[config.mk]
export PLATFORM = sky130hd
export DESIGN_NAME = instruction_fetch_flat
export DESIGN_NICKNAME = d
export VERILOG_FILES = /design/src/rtl/instruction_fetch_pkg.sv /design/src/rtl/instruction_fetch_if.sv /design/src/rtl/instruction_fetch_if_id_register.sv /design/src/rtl/instruction_fetch.sv /design/src/flat_wrapper.sv
export SDC_FILE = /design/constraint.sdc
export NUM_CORES = 1
export LEC_CHECK = 0
export BUFFER_PORTS_ARGS = -buffer_cell sky130_fd_sc_hd__buf_2
export CORE_UTILIZATION = 50
export CTS_CLUSTER_DIAMETER = 50
export DETAILED_ROUTE_END_ITERATION = 16
export PLACE_DENSITY = 0.84
export SYNTH_ARGS = -nofsm -noshare
export SYNTH_HDL_FRONTEND = slang
export SYNTH_SLANG_ARGS = --single-unit
export TNS_END_PERCENT = 100
[constraint.sdc]
create_clock -name clk -period 5.6 [get_ports clk]
set_input_delay 0.56 -clock clk [delete_from_list [all_inputs] [get_ports clk]]
set_output_delay 0.56 -clock clk [all_outputs]
set_load 0.01 [all_outputs]
[src/rtl/instruction_fetch_pkg.sv]
// Shared types and constants for the MIPS fetch stage.
package instruction_fetch_pkg;

    localparam logic [31:0] NOP_WORD    = 32'h0000_0000;
    localparam int unsigned INSTR_BYTES = 32'd4;

    typedef enum logic [0:0] {
        RUN    = 1'b0,
        HALTED = 1'b1
    } fetch_state_e;

    // A fetch address is unusable if it is not word aligned or lies past the last word.
    function automatic logic addr_fault(input logic [31:0] addr, input logic [31:0] last_addr);
        return (addr[1:0] != 2'b00) || (addr > last_addr);
    endfunction

endpackage

[src/rtl/instruction_fetch_if.sv]
// Fetch-stage bus: control from hazard/decode, instruction memory port and IF/ID outputs.
interface instruction_fetch_if;

    logic        stall;
    logic        redirect;
    logic [31:0] redirect_pc;
    logic [31:0] imem_addr;
    logic [31:0] imem_data;
    logic [31:0] pc;
    logic [31:0] if_id_instr;
    logic [31:0] if_id_pc4;
    logic        if_id_valid;
    logic        halted;
    logic [31:0] fetch_count;

    modport master (
        input  stall, redirect, redirect_pc, imem_data,
        output imem_addr, pc, if_id_instr, if_id_pc4, if_id_valid, halted, fetch_count
    );

    modport slave (
        output stall, redirect, redirect_pc, imem_data,
        input  imem_addr, pc, if_id_instr, if_id_pc4, if_id_valid, halted, fetch_count
    );

endinterface

[src/rtl/instruction_fetch_if_id_register.sv]
// IF/ID pipeline register: load a fetched word, squash a wrong-path word, or drop validity.
module instruction_fetch_if_id_register
    import instruction_fetch_pkg::*;
(
    input  logic        clk,
    input  logic        rst,
    input  logic        load,
    input  logic        squash,
    input  logic        invalidate,
    input  logic [31:0] fetch_instr,
    input  logic [31:0] fetch_pc4,
    output logic [31:0] instr,
    output logic [31:0] pc4,
    output logic        valid
);

    logic [31:0] instr_r;
    logic [31:0] pc4_r;
    logic        valid_r;

    // Register update; squash wins over invalidate, which wins over load, otherwise hold.
    always_ff @(posedge clk) begin
        if (rst) begin
            instr_r <= NOP_WORD;
            pc4_r   <= 32'h0000_0000;
            valid_r <= 1'b0;
        end else if (squash) begin
            instr_r <= NOP_WORD;
            valid_r <= 1'b0;
        end else if (invalidate) begin
            valid_r <= 1'b0;
        end else if (load) begin
            instr_r <= fetch_instr;
            pc4_r   <= fetch_pc4;
            valid_r <= 1'b1;
        end else begin
            instr_r <= instr_r;
            pc4_r   <= pc4_r;
            valid_r <= valid_r;
        end
    end

    assign instr = instr_r;
    assign pc4   = pc4_r;
    assign valid = valid_r;

endmodule

[src/rtl/instruction_fetch.sv]
// MIPS fetch stage: program counter, next-PC selection, fault halt and IF/ID capture.
module instruction_fetch
    import instruction_fetch_pkg::*;
#(
    parameter logic [31:0] RESET_PC   = 32'h0000_0000,
    parameter int unsigned IMEM_BYTES = 32'd32
) (
    input  logic               clk,
    input  logic               rst,
    instruction_fetch_if.master bus
);

    localparam logic [31:0] LAST_ADDR = 32'(IMEM_BYTES - INSTR_BYTES);

    fetch_state_e state_r;
    fetch_state_e state_nxt_s;
    logic [31:0]  pc_r;
    logic [31:0]  pc_nxt_s;
    logic [31:0]  pc_plus4_s;
    logic [31:0]  count_r;
    logic [31:0]  count_nxt_s;
    logic         halted_r;
    logic         load_s;
    logic         squash_s;
    logic         invalidate_s;
    logic [31:0]  if_id_instr_s;
    logic [31:0]  if_id_pc4_s;
    logic         if_id_valid_s;

    assign pc_plus4_s = pc_r + 32'(INSTR_BYTES);

    // Next-state and IF/ID control; redirect beats stall, a halted stage ignores both.
    always_comb begin
        state_nxt_s  = state_r;
        pc_nxt_s     = pc_r;
        count_nxt_s  = count_r;
        load_s       = 1'b0;
        squash_s     = 1'b0;
        invalidate_s = 1'b0;
        case (state_r)
            RUN: begin
                if (bus.redirect) begin
                    squash_s = 1'b1;
                    if (addr_fault(bus.redirect_pc, LAST_ADDR)) begin
                        state_nxt_s = HALTED;
                    end else begin
                        pc_nxt_s = bus.redirect_pc;
                    end
                end else if (bus.stall) begin
                    pc_nxt_s = pc_r;
                end else if (addr_fault(pc_r, LAST_ADDR)) begin
                    // Range check here keeps pc from ever wrapping around.
                    invalidate_s = 1'b1;
                    state_nxt_s  = HALTED;
                end else begin
                    load_s      = 1'b1;
                    pc_nxt_s    = pc_plus4_s;
                    count_nxt_s = count_r + 32'd1;
                end
            end
            HALTED: begin
                invalidate_s = 1'b1;
            end
            default: begin
                invalidate_s = 1'b1;
                state_nxt_s  = HALTED;
            end
        endcase
    end

    // PC, fetch counter, FSM state and sticky halt flag.
    always_ff @(posedge clk) begin
        if (rst) begin
            state_r  <= RUN;
            pc_r     <= RESET_PC;
            count_r  <= 32'h0000_0000;
            halted_r <= 1'b0;
        end else begin
            state_r  <= state_nxt_s;
            pc_r     <= pc_nxt_s;
            count_r  <= count_nxt_s;
            halted_r <= (state_nxt_s == HALTED);
        end
    end

    instruction_fetch_if_id_register u_if_id (
        .clk         (clk),
        .rst         (rst),
        .load        (load_s),
        .squash      (squash_s),
        .invalidate  (invalidate_s),
        .fetch_instr (bus.imem_data),
        .fetch_pc4   (pc_plus4_s),
        .instr       (if_id_instr_s),
        .pc4         (if_id_pc4_s),
        .valid       (if_id_valid_s)
    );

    assign bus.imem_addr   = pc_r;
    assign bus.pc          = pc_r;
    assign bus.halted      = halted_r;
    assign bus.fetch_count = count_r;
    assign bus.if_id_instr = if_id_instr_s;
    assign bus.if_id_pc4   = if_id_pc4_s;
    assign bus.if_id_valid = if_id_valid_s;

endmodule

[src/flat_wrapper.sv]
// flat-port wrapper written by rule: the top's interface ports become plain ports
module instruction_fetch_flat import instruction_fetch_pkg::*;
#(
    parameter logic [31:0] RESET_PC   = 32'h0000_0000,
    parameter int unsigned IMEM_BYTES = 32'd32
)
  (clk, rst, bus_stall, bus_redirect, bus_redirect_pc, bus_imem_data, bus_imem_addr, bus_pc, bus_if_id_instr, bus_if_id_pc4, bus_if_id_valid, bus_halted, bus_fetch_count);
  instruction_fetch_if bus_i ();
  input  logic clk;
  input  logic rst;
  input wire logic [$bits(bus_i.stall)-1:0] bus_stall;
  input wire logic [$bits(bus_i.redirect)-1:0] bus_redirect;
  input wire logic [$bits(bus_i.redirect_pc)-1:0] bus_redirect_pc;
  input wire logic [$bits(bus_i.imem_data)-1:0] bus_imem_data;
  output wire logic [$bits(bus_i.imem_addr)-1:0] bus_imem_addr;
  output wire logic [$bits(bus_i.pc)-1:0] bus_pc;
  output wire logic [$bits(bus_i.if_id_instr)-1:0] bus_if_id_instr;
  output wire logic [$bits(bus_i.if_id_pc4)-1:0] bus_if_id_pc4;
  output wire logic [$bits(bus_i.if_id_valid)-1:0] bus_if_id_valid;
  output wire logic [$bits(bus_i.halted)-1:0] bus_halted;
  output wire logic [$bits(bus_i.fetch_count)-1:0] bus_fetch_count;
  assign bus_i.stall = bus_stall;
  assign bus_i.redirect = bus_redirect;
  assign bus_i.redirect_pc = bus_redirect_pc;
  assign bus_i.imem_data = bus_imem_data;
  assign bus_imem_addr = bus_i.imem_addr;
  assign bus_pc = bus_i.pc;
  assign bus_if_id_instr = bus_i.if_id_instr;
  assign bus_if_id_pc4 = bus_i.if_id_pc4;
  assign bus_if_id_valid = bus_i.if_id_valid;
  assign bus_halted = bus_i.halted;
  assign bus_fetch_count = bus_i.fetch_count;
  instruction_fetch #(.RESET_PC(RESET_PC), .IMEM_BYTES(IMEM_BYTES)) u_core (.clk(clk), .rst(rst), .bus(bus_i));
endmodule
After elaboration in Yosys (flattened, before gate mapping)
Index checks and enable logic that the tools add are counted.
Widths: inputs -> output; s select.
{ "word_totals": {"ff_bits": 130, "input_bits": 68, "output_inout_bits": 162, "elab_cells": 46} }
{ "classes": {"n_addsub": 2, "order_cmp": 2, "n_eq_ne": 3, "n_mux": 17, "n_bitwise": 6, "n_reduce_logical": 10} }
{ "ops": {"columns": ["cell", "count"], "rows": [
  ["$mux 32", 4],
  ["$gt 32x5->1 const B", 2],
  ["$add 32x1->32 const B", 1],
  ["$add 32x3->32 const B", 1],
  ["$mux 1", 12],
  ["$reduce_and 4->1", 2],
  ["$not 1->1", 6],
  ["$ne 2x2->1 const B", 2],
  ["$reduce_bool 2->1", 2],
  ["$reduce_and 3->1", 1],
  ["$reduce_or 3->1", 1],
  ["$logic_or 1x1->1", 2],
  ["$ne 2x1->1 const B", 1],
  ["$pmux 1 s2", 1],
  ["$reduce_and 2->1", 1],
  ["$reduce_or 2->1", 1]
]} }

Longest topological paths before layout
{ "depth": {"ltp_word": 8, "ltp_mapped": 8} }

By module
From an unflattened synthesis, not the netlist that was laid out.
{ "unflattened": {"cells_unflattened": 705, "area_unflattened_um2": 5960.7} }
{ "modules_own_cells": {"columns": ["mod", "instances", "cells_per_inst", "area_per_inst_um2", "seq_area_each_um2"], "rows": [
  ["instruction_fetch", 1, 419, 3603.5, 1301.2],
  ["instruction_fetch_if_id_register", 1, 286, 2357.3, 1301.2]
]} }

Worst setup path after synthesis
OpenSTA, ideal clock, no wires.
{ "synth_timing": {"path_kind": "input to register", "start": "input bus_redirect", "end": "register u_core.count_r[17], in the netlist u_core.bus.fetch_count[17]", "arrival_time_ps": 2322, "required_ps": 5530, "slack_ps": 3207, "cell_stages": 6, "path_buffers": 2, "cell_sequence": "or3_1 -> clkbuf_1 -> or4_1 -> buf_2 -> or4_1 -> a21oi_1"} }
{ "synth_via": {"elab_chain_cells": 2} }
{ "synth_rtl": {"columns": ["element", "line_no", "text"], "rows": [
  ["start, declared", "flat_wrapper.sv:12", "input wire logic [$bits(bus_i.redirect)-1:0] bus_redirect;"],
  ["$not 1->1 (no line)", null, null],
  ["$reduce_and 4->1 (no line)", null, null],
  ["end signal, assigned", "instruction_fetch.sv:81", "count_r <= count_nxt_s;"],
  ["end, declared", "instruction_fetch.sv:20", "logic [31:0] count_r;"]
]} }
Every way passes these cells.
A chain may end at the register's enable or synchronous reset.

Worst setup path after layout
{ "layout_timing": {"start": "register u_core.pc_r[16], in the netlist u_core.bus.imem_addr[16]", "end": "register u_core.count_r[19], in the netlist u_core.bus.fetch_count[19]"} }
{ "layout_via": {"elab_chain_cells": 4} }
{ "layout_rtl": {"columns": ["element", "line_no", "text"], "rows": [
  ["start, declared", "instruction_fetch.sv:17", "logic [31:0] pc_r;"],
  ["start signal, assigned", "instruction_fetch.sv:80", "pc_r <= pc_nxt_s;"],
  ["$gt 32x5->1", "instruction_fetch_pkg.sv:14", "return (addr[1:0] != 2'b00) || (addr > last_addr);"],
  ["$logic_or 1x1->1", "instruction_fetch_pkg.sv:14", null],
  ["$not 1->1 (no line)", null, null],
  ["$reduce_and 4->1 (no line)", null, null]
]} }
Every way passes these cells.

==> flow_summary.json <==
{
  "result_of_the_run": "finished, final reports clean",
  "initial_utilization": 0.522,
  "ctsResizeCount": 0,
  "ctsRootBufferMaster": "clkbuf_8",
  "worstRegToRegCells": 5,
  "post_cts_buffers": 0,
  "vias": 4864,
  "buffers_from_clock_root_to_sink_at_most": 2,
  "first_global_vias": 4550,
  "post_synth_fa_ha_maj_area_fraction": 0.00486,
  "synthesis.nets": 645,
  "timing.max_slew.rel_slack": 0.149,
  "cp-end-kind": "flip-flop",
  "clock_tree_from_tritoncts": "yes",
  "post_synth_xor_area_fraction": 0.0102,
  "synth-main-ff-cell": "dfxtp_1",
  "synth_edf_count": 0,
  "cts.hold.buffers_added": 0,
  "horizontal_die_dimension_um": 104,
  "synth_top_family_by_area": "simple AND/OR/NAND/NOR gates",
  "min_period_over_period": 0.502,
  "via_per_inst": 5.38,
  "post_synthesis_average_cell_area_um2": 8.96,
  "io_count": 230,
  "holdPathStages": 3,
  "transition_time_of_the_tightest_slew_check_pin_ps": 1280,
  "most-common-layout-cells": "buf_2, dfxtp_1, nand2_1",
  "synth_cell_type_count": 43,
  "post_synth_inst_count": 575,
  "max-vdd-ir-drop_uv": 199,
  "final_antenna_net_count": 0,
  "grt_setup_unrepaired": "no",
  "finalInstanceArea_um2": 6710,
  "category_of_the_most_critical_setup_path": "reg2reg",
  "drt_pre_antenna_iters": 6,
  "post_route_cells_drive_above_1_share": 0.357,
  "drv_cap": 0,
  "critical_path.max_fanout": 19,
  "power.leakage_nw": 3.13,
  "final_nets": 828,
  "insertedDiodeCount": 0,
  "compound_cell_area_share_of_the_yosys_netlist": 0.117,
  "arrival_ps": 3240,
  "total_clock_buffers_created_by_cts": 17,
  "synth_seq_area_share": 0.505,
  "non_filler_cells_final": 904,
  "global_route.overflow_total": 0,
  "fmax_mhz": 356,
  "min-delay-path-class": "in2reg",
  "num-fill-cells": 796,
  "setup_viol": 0,
  "antenna_violations_before_repair": 0,
  "synth-seq-cells": 130,
  "grtUsageMet2": 0.440,
  "num_rows": 36,
  "dr.first_iter.drc_count": 244,
  "cp_startpoint_kind": "flip-flop",
  "global_route.peak_usage_layer": "met2",
  "synth_simple_gate_area_frac": 0.278,
  "chip_height_um": 104,
  "coreArea_um2": 9860,
  "total_of_warnings_raised_by_yosys": 0,
  "layout-area-overhead-vs-synth_pct": 30.3,
  "drt-wirelength-per-cell_um": 15.2,
  "cellPowerDensity_nw_per_um2": 320,
  "dpl_cell_area_um2": 6120,
  "dieArea_um2": 10700,
  "final_util": 0.681,
  "worst_skew_pair.late_latency_ps": 520,
  "netlist_area_um2": 5150,
  "final.setup_skew_ps": 7.77,
  "place.gp.congestion": 0.823,
  "regArea_um2": 2600,
  "htreeDepth": 4,
  "detailed_place_hpwl_um": 9700,
  "total_area_of_multi_input_combinational_cells_um2": 2150,
  "use_met1": 0.291,
  "period_needed_ps": 2810,
  "layout.cells.most_common": "buf_2",
  "io_buffers": 229,
  "synth.area.mux_share": 0.00413,
  "clkTransAtPathRegs_ps": 60,
  "tns_ps": 0,
  "crit_path_required_time_ps": 6040,
  "synth-async-reset-ratio": 0,
  "clkSinkCount": 130,
  "grt_first_pass_wirelength_um": 21900,
  "grt_use_met3": 0.0566,
  "global_routing_usage_summed_across_all_routing_layers": 0.255,
  "slew_violations": 0,
  "final-hold-violation-count": 0,
  "route.final.wire_length_um": 13700,
  "grt_start_max_net_pins": 53,
  "dp_cells": 872,
  "post_route_drc": 0
}
## critical path, cell delays in order (launching register included)
cell and delay [ps]:
dfxtp_1 330, nor4_2 350, nand4_1 420, or4_1 880, or4_1 590, a21oi_1 160
## metal layers
layer  routed length [um]  share of wire
met5                    0              0
met4                  388          0.028
met3                  810          0.059
met2                 7020           0.51
met1                 5520           0.40
## where the power goes
group / internal (mW) / switching, mW / total (mW)
clock network: 0.712 / 0.390 / 1.10
registers: 0.936 / 0.00922 / 0.946
logic: 0.0392 / 0.0626 / 0.102
total: 1.69 / 0.462 / 2.15
## final cells by class
cell class	instances	share of cell area
timing repair buffer	231	0.173
multi-input combinational	369	0.321
inverter	9	0.00503
tap	133	0.0248
clock inverter	9	0.0192
sequential	130	0.388
clock buffer	23	0.0695
## path summary, 6_finish.rpt
kind | to | startpoint | slack, ps
worst min-delay path | u_core.u_if_id.instr[8]$_SDFFE_PP0P_ | bus_imem_data[8] | 280
worst max-delay path | u_core.bus.fetch_count[19]$_SDFFE_PP0P_ | u_core.bus.imem_addr[16]$_SDFFE_PP0P_ | 2790
worst min register to register | u_core.u_if_id.instr[12]$_SDFFE_PP0P_ | u_core.u_if_id.instr[12]$_SDFFE_PP0P_ | 450
worst max register to register | u_core.bus.fetch_count[19]$_SDFFE_PP0P_ | u_core.bus.imem_addr[16]$_SDFFE_PP0P_ | 2790
## cells by family (layout without fill, tap and decap cells)
| logic type | after synthesis | after routing |
|---|---|---|
| xor gates and xnor gates | 6 | 6 |
| DFF | 130 | 130 |
| AOI/OAI and AO/OA | 103 | 103 |
| adders and majority gates | 2 | 2 |
| buffers and inverters | 76 | 272 |
| muxes | 2 | 2 |
| and+or+nand+nor | 256 | 256 |
## sequential cells by signal, indices dropped and copies added (netlist names)
name and count:
u_core.bus.imem_addr 32, u_core.u_if_id.pc4 32, u_core.u_if_id.valid 1, u_core.state_r 1
u_core.u_if_id.instr 32, u_core.bus.fetch_count 32
## per-stage QoR
stage | power (mW) | setup WS [ps] | hold slack (ps)
detailed placement | 1.07 | 2710 | 447
global route | 2.22 | 2670 | 264
CTS | 2.16 | 2830 | 261
global placement | 1.06 | 2770 | 440
finish | 2.15 | 2790 | 283
floorplan | 1.02 | 3210 | 481
## synth_stat cells (5+ instances only)
master      n  area (um^2)
inv_1       9         33.8
and3_1     30          188
o41ai_1     5         43.8
a211oi_1    5         37.5
nor3_1      5         25.0
a21oi_1    59          295
nor4_1      9         56.3
nand4_1     9         56.3
clkbuf_1   32          120
dfxtp_1   130         2600
o21ai_0    14         70.1
nand3_1    14         70.1
and2_1     28          175
or4_1      18          135
nor2_1     19         71.3
or3_1      10         62.6
o31ai_1    13         97.6
buf_4      34          255
nand2_1    91          342
Power figures use the tool's default switching activity.
